[src/rtl/instr_queue.sv]
// Instruction queue between fetch and dispatch: in-order circular FIFO of
// {instr, PC, nPC} with a valid/ready dispatch handshake, a registered full
// flag for fetch stall, flush on ROB restart and a sticky overflow error.
module instr_queue #(
   parameter int unsigned IQ_DEPTH     = 4,
   parameter int unsigned LOG_IQ_DEPTH = 2
) (
   input  logic                    CLK,
   input  logic                    RST,
   input  logic                    from_fetch_ivalid,
   input  logic [31:0]             from_fetch_instr,
   input  logic [13:0]             from_fetch_PC,
   input  logic [13:0]             from_fetch_nPC,
   input  logic                    from_pipeline_take_resolved,
   input  logic                    from_dispatch_ready,
   output logic                    to_dispatch_valid,
   output logic [31:0]             to_dispatch_instr,
   output logic [13:0]             to_dispatch_PC,
   output logic [13:0]             to_dispatch_nPC,
   output logic                    to_dispatch_pred_taken,
   output logic                    iq_full,
   output logic [LOG_IQ_DEPTH:0]   iq_count,
   output logic                    DUT_error
);

   localparam logic [LOG_IQ_DEPTH:0] FullCount = IQ_DEPTH[LOG_IQ_DEPTH:0];

   logic [31:0]             instr_q [IQ_DEPTH];
   logic [13:0]             pc_q    [IQ_DEPTH];
   logic [13:0]             npc_q   [IQ_DEPTH];
   logic [LOG_IQ_DEPTH-1:0] head_q, head_d;
   logic [LOG_IQ_DEPTH-1:0] tail_q, tail_d;
   logic [LOG_IQ_DEPTH:0]   count_q, count_d;
   logic                    err_q, err_d;

   logic        flush, full, valid, enq, deq;
   logic [13:0] head_pc, head_npc, head_pc_inc;

   // Full depends only on registered count, so ready never reaches the stall.
   assign flush = from_pipeline_take_resolved;
   assign full  = (count_q == FullCount);
   assign valid = (count_q != '0);
   assign enq   = from_fetch_ivalid & ~full;
   assign deq   = valid & from_dispatch_ready;

   // Next-state for pointers, occupancy and the sticky error flag.
   always_comb begin
      head_d  = head_q;
      tail_d  = tail_q;
      count_d = count_q;
      err_d   = err_q | (from_fetch_ivalid & full & ~flush);
      if (flush) begin
         head_d  = '0;
         tail_d  = '0;
         count_d = '0;
      end else begin
         if (enq) tail_d = tail_q + 1'b1;
         if (deq) head_d = head_q + 1'b1;
         case ({enq, deq})
            2'b10:   count_d = count_q + 1'b1;
            2'b01:   count_d = count_q - 1'b1;
            default: count_d = count_q;
         endcase
      end
   end

   // Pointer, count and error registers.
   always_ff @(posedge CLK) begin
      if (RST) begin
         head_q  <= '0;
         tail_q  <= '0;
         count_q <= '0;
         err_q   <= 1'b0;
      end else begin
         head_q  <= head_d;
         tail_q  <= tail_d;
         count_q <= count_d;
         err_q   <= err_d;
      end
   end

   // Entry storage; a flush discards the enqueue, dequeue never clears a slot.
   always_ff @(posedge CLK) begin
      if (RST) begin
         for (int i = 0; i < int'(IQ_DEPTH); i++) begin
            instr_q[i] <= '0;
            pc_q[i]    <= '0;
            npc_q[i]   <= '0;
         end
      end else if (enq && !flush) begin
         instr_q[tail_q] <= from_fetch_instr;
         pc_q[tail_q]    <= from_fetch_PC;
         npc_q[tail_q]   <= from_fetch_nPC;
      end
   end

   assign head_pc     = pc_q[head_q];
   assign head_npc    = npc_q[head_q];
   assign head_pc_inc = head_pc + 14'd1;

   assign to_dispatch_valid      = valid;
   assign to_dispatch_instr      = instr_q[head_q];
   assign to_dispatch_PC         = head_pc;
   assign to_dispatch_nPC        = head_npc;
   // Qualified by valid so an empty queue drives all-zero outputs after reset.
   assign to_dispatch_pred_taken = valid & (head_npc != head_pc_inc);
   assign iq_full                = full;
   assign iq_count               = count_q;
   assign DUT_error              = err_q;

endmodule

[config.mk]
export PLATFORM = sky130hd
export DESIGN_NAME = instr_queue
export DESIGN_NICKNAME = d
export VERILOG_FILES = /design/src/rtl/instr_queue.sv
export SDC_FILE = /design/constraint.sdc
export NUM_CORES = 1
export LEC_CHECK = 0
export ABC_CLOCK_PERIOD_IN_PS = 11800
export BUFFER_PORTS_ARGS = -buffer_cell sky130_fd_sc_hd__buf_4
export CAP_MARGIN = 10
export CORE_MARGIN = 1
export CORE_UTILIZATION = 30
export CTS_BUF_LIST = sky130_fd_sc_hd__clkbuf_4
export DETAILED_ROUTE_END_ITERATION = 6
export HOLD_SLACK_MARGIN = 0.12
export SLEW_MARGIN = 20
export SYNTH_ARGS = -nofsm -noshare
export SYNTH_HDL_FRONTEND = slang
export SYNTH_SLANG_ARGS = --single-unit
[constraint.sdc]
create_clock -name CLK -period 11.8 [get_ports CLK]
set_input_delay 2.36 -clock CLK [delete_from_list [all_inputs] [get_ports CLK]]
set_output_delay 2.36 -clock CLK [all_outputs]
set_load 0.01 [all_outputs]
==> results.txt <==
----------------------------------------------------
[Timing]
  Slack of the critical path ... 5.10 ns
  Worst clock skew ... 0.0218 ns
  Post-layout minimum cycle time ... 6.70 ns
  Worst hold margin ... 0.492 ns
  Fmax ... 149 MHz
  Final hold violations ... 0
  Max-slew headroom at the worst pin ... 27.8%
  Final setup violation count ... 0
  Pin slew with the least headroom to its limit ... 1.08 ns
  Max-slew violation total from the final report ... 0
  Setup repair after global routing missed its margin ... no
  Final period util ... 56.7%
  Total negative slack ... 0 ns

[Final layout]
  Fraction of final layout cells sized beyond drive strength 1 ... 34.4%
  Register area ... 0.00741 sq mm
  Layout Area Growth over Synthesis ... 20.5%
  Fill cell instance count of the final layout ... 3548
  Most common cell after layout, fill and taps aside ... sky130_fd_sc_hd__and2_1
  Final core occ ... 37.0%
  Commonest cells after routing, fill and taps aside ... sky130_fd_sc_hd__and2_1, sky130_fd_sc_hd__edfxtp_1, sky130_fd_sc_hd__buf_4
  Multi-input logic area ... 0.00370 sq mm
  Number of nets in the final layout ... 943

[Die]
  Height of the die ... 196 um
  Number of placement rows ... 70
  Core ar. ... 0.0368 sq mm
  Width of the die ... 196 um
  Initial cell density of the core ... 30.7%
  Number of top-level pins ... 132
  Area enclosed by the die boundary ... 0.0384 sq mm

[Clock network]
  Clock slew at the register clock pins of the worst setup and hold paths ... 0.06 ns
  Buffer depth of the longest clock path ... 3
  Count of buffers added by post-CTS timing repair for setup ... 0
  Resize count post-CTS ... 0
  Clk Tree Root Cell ... sky130_fd_sc_hd__clkbuf_4
  Total clock buffers created by CTS ... 67
  Number of buffers inserted by hold repair at cts ... 0
  TritonCTS clock tree ... yes
  Source-to-sink clock delay at the later pin of the worst-skew pair ... 0.66 ns
  Number of sinks driven by the clock tree ... 250
  H-tree depth ... 3

[Synth]
  Mean area per synthesized cell ... 16.0 sq um
  Sequential fraction of the synthesis area ... 65.6%
  Syn_nets ... 774
  Synth Cell Area ... 0.0113 sq mm
  Number of distinct library cells after synthesis ... 50
  Number of synthesized register bits ... 250
  Warnings, synthesis ... 0
  Most frequently used flop master after synthesis ... sky130_fd_sc_hd__edfxtp_1
  Async set-reset flop share out of synthesis ... 0%
  Number of cells produced by synthesis ... 706
  Count of flip-flops with a built-in enable after synthesis ... 240

[Setup path]
  Worst path cell trace ... buf_4 > mux4_2 > ha_1 > nand2_1 > nor2_2 > nand2_1 > or4_1 > o311a_1 > o31a_1 > buf_4
  Endpoint arrival time on the critical path ... 4.34 ns
  Total stage count of the critical path ... 10
  Worst Setup End Kind ... output port
  Top fanout value on the critical path ... 34
  Cell type group with the largest total delay on the critical path ... simple AND/OR/NAND/NOR gates
  Count of cells along the worst register-to-register path ... 5
  Type of the worst setup path ... reg2out
  Crit-path max cell delay ... 0.73 ns
  Required @ worst endpoint ... 9.44 ns
  Crit-path slowest cell ... sky130_fd_sc_hd__dfxtp_4
  CP Launch Type ... register
  Bufs and invs on worst path ... 2

[Run status]
  Outcome ... complete, no violations

[Route]
  Antenna violation net count after detailed routing ... 0
  Final Routed Wirelength ... 27900 um
  Per-cell routed wire length ... 20.1 um
  Vias after detailed routing ... 6430
  Avg Vias per Cell ... 4.63
  Number of DRC violations after detailed routing ... 0
  Number of detailed-route iterations in the first pass ... 5
  DR iter-0 viols ... 373

[Power]
  Internal portion of total power ... 0.00148 W
  Switching pwr ... 0.000452 W
  Fraction of power spent switching nets ... 23.4%
  Leakage power of the design ... 5.06 nW
  Share of total power in the clock network ... 38.5%
  Cell Pwr Density ... 142 mW/mm^2
  Share of power burned in combinational logic ... 8.5%
  Post-layout total power ... 0.00193 W
  Maximum vdd ir drop ... 72.0 uV
  Share of total power in sequential cells ... 53.0%

[Min path]
  Min-Delay Path Class ... reg2reg
  Hold Path Stages ... 2

[Global routing]
  Number of global-route vias before repair ... 6850
  Antenna violations before repair ... 2
  Global-route wire length before repair ... 41600 um
  Global route overflow ... 0
  Largest net degree at the start of global routing ... 64
  Total GRT Usage ... 14.8%

[Placement]
  Detailed placer's ending HPWL ... 16100 um
  I/O Buffers ... 131
  Minimum setup slack after placement ... 5.66 ns
  GP Congestion ... 0.758

[Job]
  Max-Cap Viols ... 0

----------------------------------------------------
-- stage by stage --
stage | instances | instance area [sq um]
CTS | 1385 | 13600
global placement | 1273 | 12800
global route | 1388 | 13600
floorplan | 706 | 11300
finish | 1388 | 13600
detailed placement | 1273 | 12800
-- power groups by stage --
stage / sequential, W / combinational, W / clock [W]
after floorplan: 0.00104 / 0.0000882 / 0
after global placement: 0.00104 / 0.000167 / 0
after detailed placement: 0.00104 / 0.000168 / 0
after CTS: 0.00103 / 0.000169 / 0.000767
after global routing: 0.00103 / 0.000179 / 0.000812
final: 0.00102 / 0.000165 / 0.000744
-- worst reg2reg max path, cell delays in order (launching register included) --
cell	delay, ns
sky130_fd_sc_hd__dfxtp_1	0.39
sky130_fd_sc_hd__inv_1	0.09
sky130_fd_sc_hd__and3_1	0.27
sky130_fd_sc_hd__nand2b_1	0.35
sky130_fd_sc_hd__nor4b_2	0.35
sky130_fd_sc_hd__or2_4	0.88
-- worst paths after layout --
kind                            startpoint                  endpoint  slack, ns
setup reg to reg  iq_count[0]$_SDFFE_PP0P_  pc_q[2][5]$_SDFFCE_PN0P_       9.04
hold reg to reg       DUT_error$_SDFF_PP0_      DUT_error$_SDFF_PP0_       0.49
setup / recovery                  register    to_dispatch_pred_taken       5.10
hold / removal        DUT_error$_SDFF_PP0_      DUT_error$_SDFF_PP0_       0.49
-- layer usage --
layer,routed length [um],vias up,global-route usage [%]
li1,-,2993,-
met1,11900,3215,18.3
met2,14000,176,25.0
met3,1530,44,3.99
met4,459,2,4.57
met5,13,-,0
-- cell type report --
| type | count | area share (%) |
|---|---|---|
| diodes | 2 | 0.0368 |
| well taps | 468 | 4.31 |
| multi-input cells | 411 | 27.2 |
| clock buffers | 103 | 5.69 |
| clock inverters | 9 | 0.248 |
| flip-flops and latches | 250 | 54.5 |
| inverters | 6 | 0.166 |
| repair buffers | 139 | 7.82 |
-- cell families after synthesis --
kind of cell | after synthesis | share of synthesized area (%)
adder cells (fa/ha/maj) | 3 | 0.399
AO/OA/AOI/OAI | 16 | 1.02
flip-flops | 250 | 65.6
AND/OR/NAND/NOR | 301 | 16.3
multiplexers | 65 | 12.6
buffers and inverters | 45 | 1.95
XOR/XNOR | 26 | 2.08
-- synthesized netlist by cell type (all sizes together), types with 6 or more instances --
master	number	area share, %
edfxtp	240	64
xor2	12	0.93
inv	6	0.20
nor2	14	0.49
and2	241	13
nand2	12	0.40
mux4	60	12
clkbuf	28	0.93
xnor2	14	1.2
buf	11	0.82
dfxtp	10	1.8
-- flip-flops by register name, indices dropped and copies added (netlist names), named ones only --
name and cells:
pc_q 56, npc_q 56, DUT_error 1, head_q 2, instr_q 128, tail_q 2, iq_count 3
(Power assumes the default switching activity.)
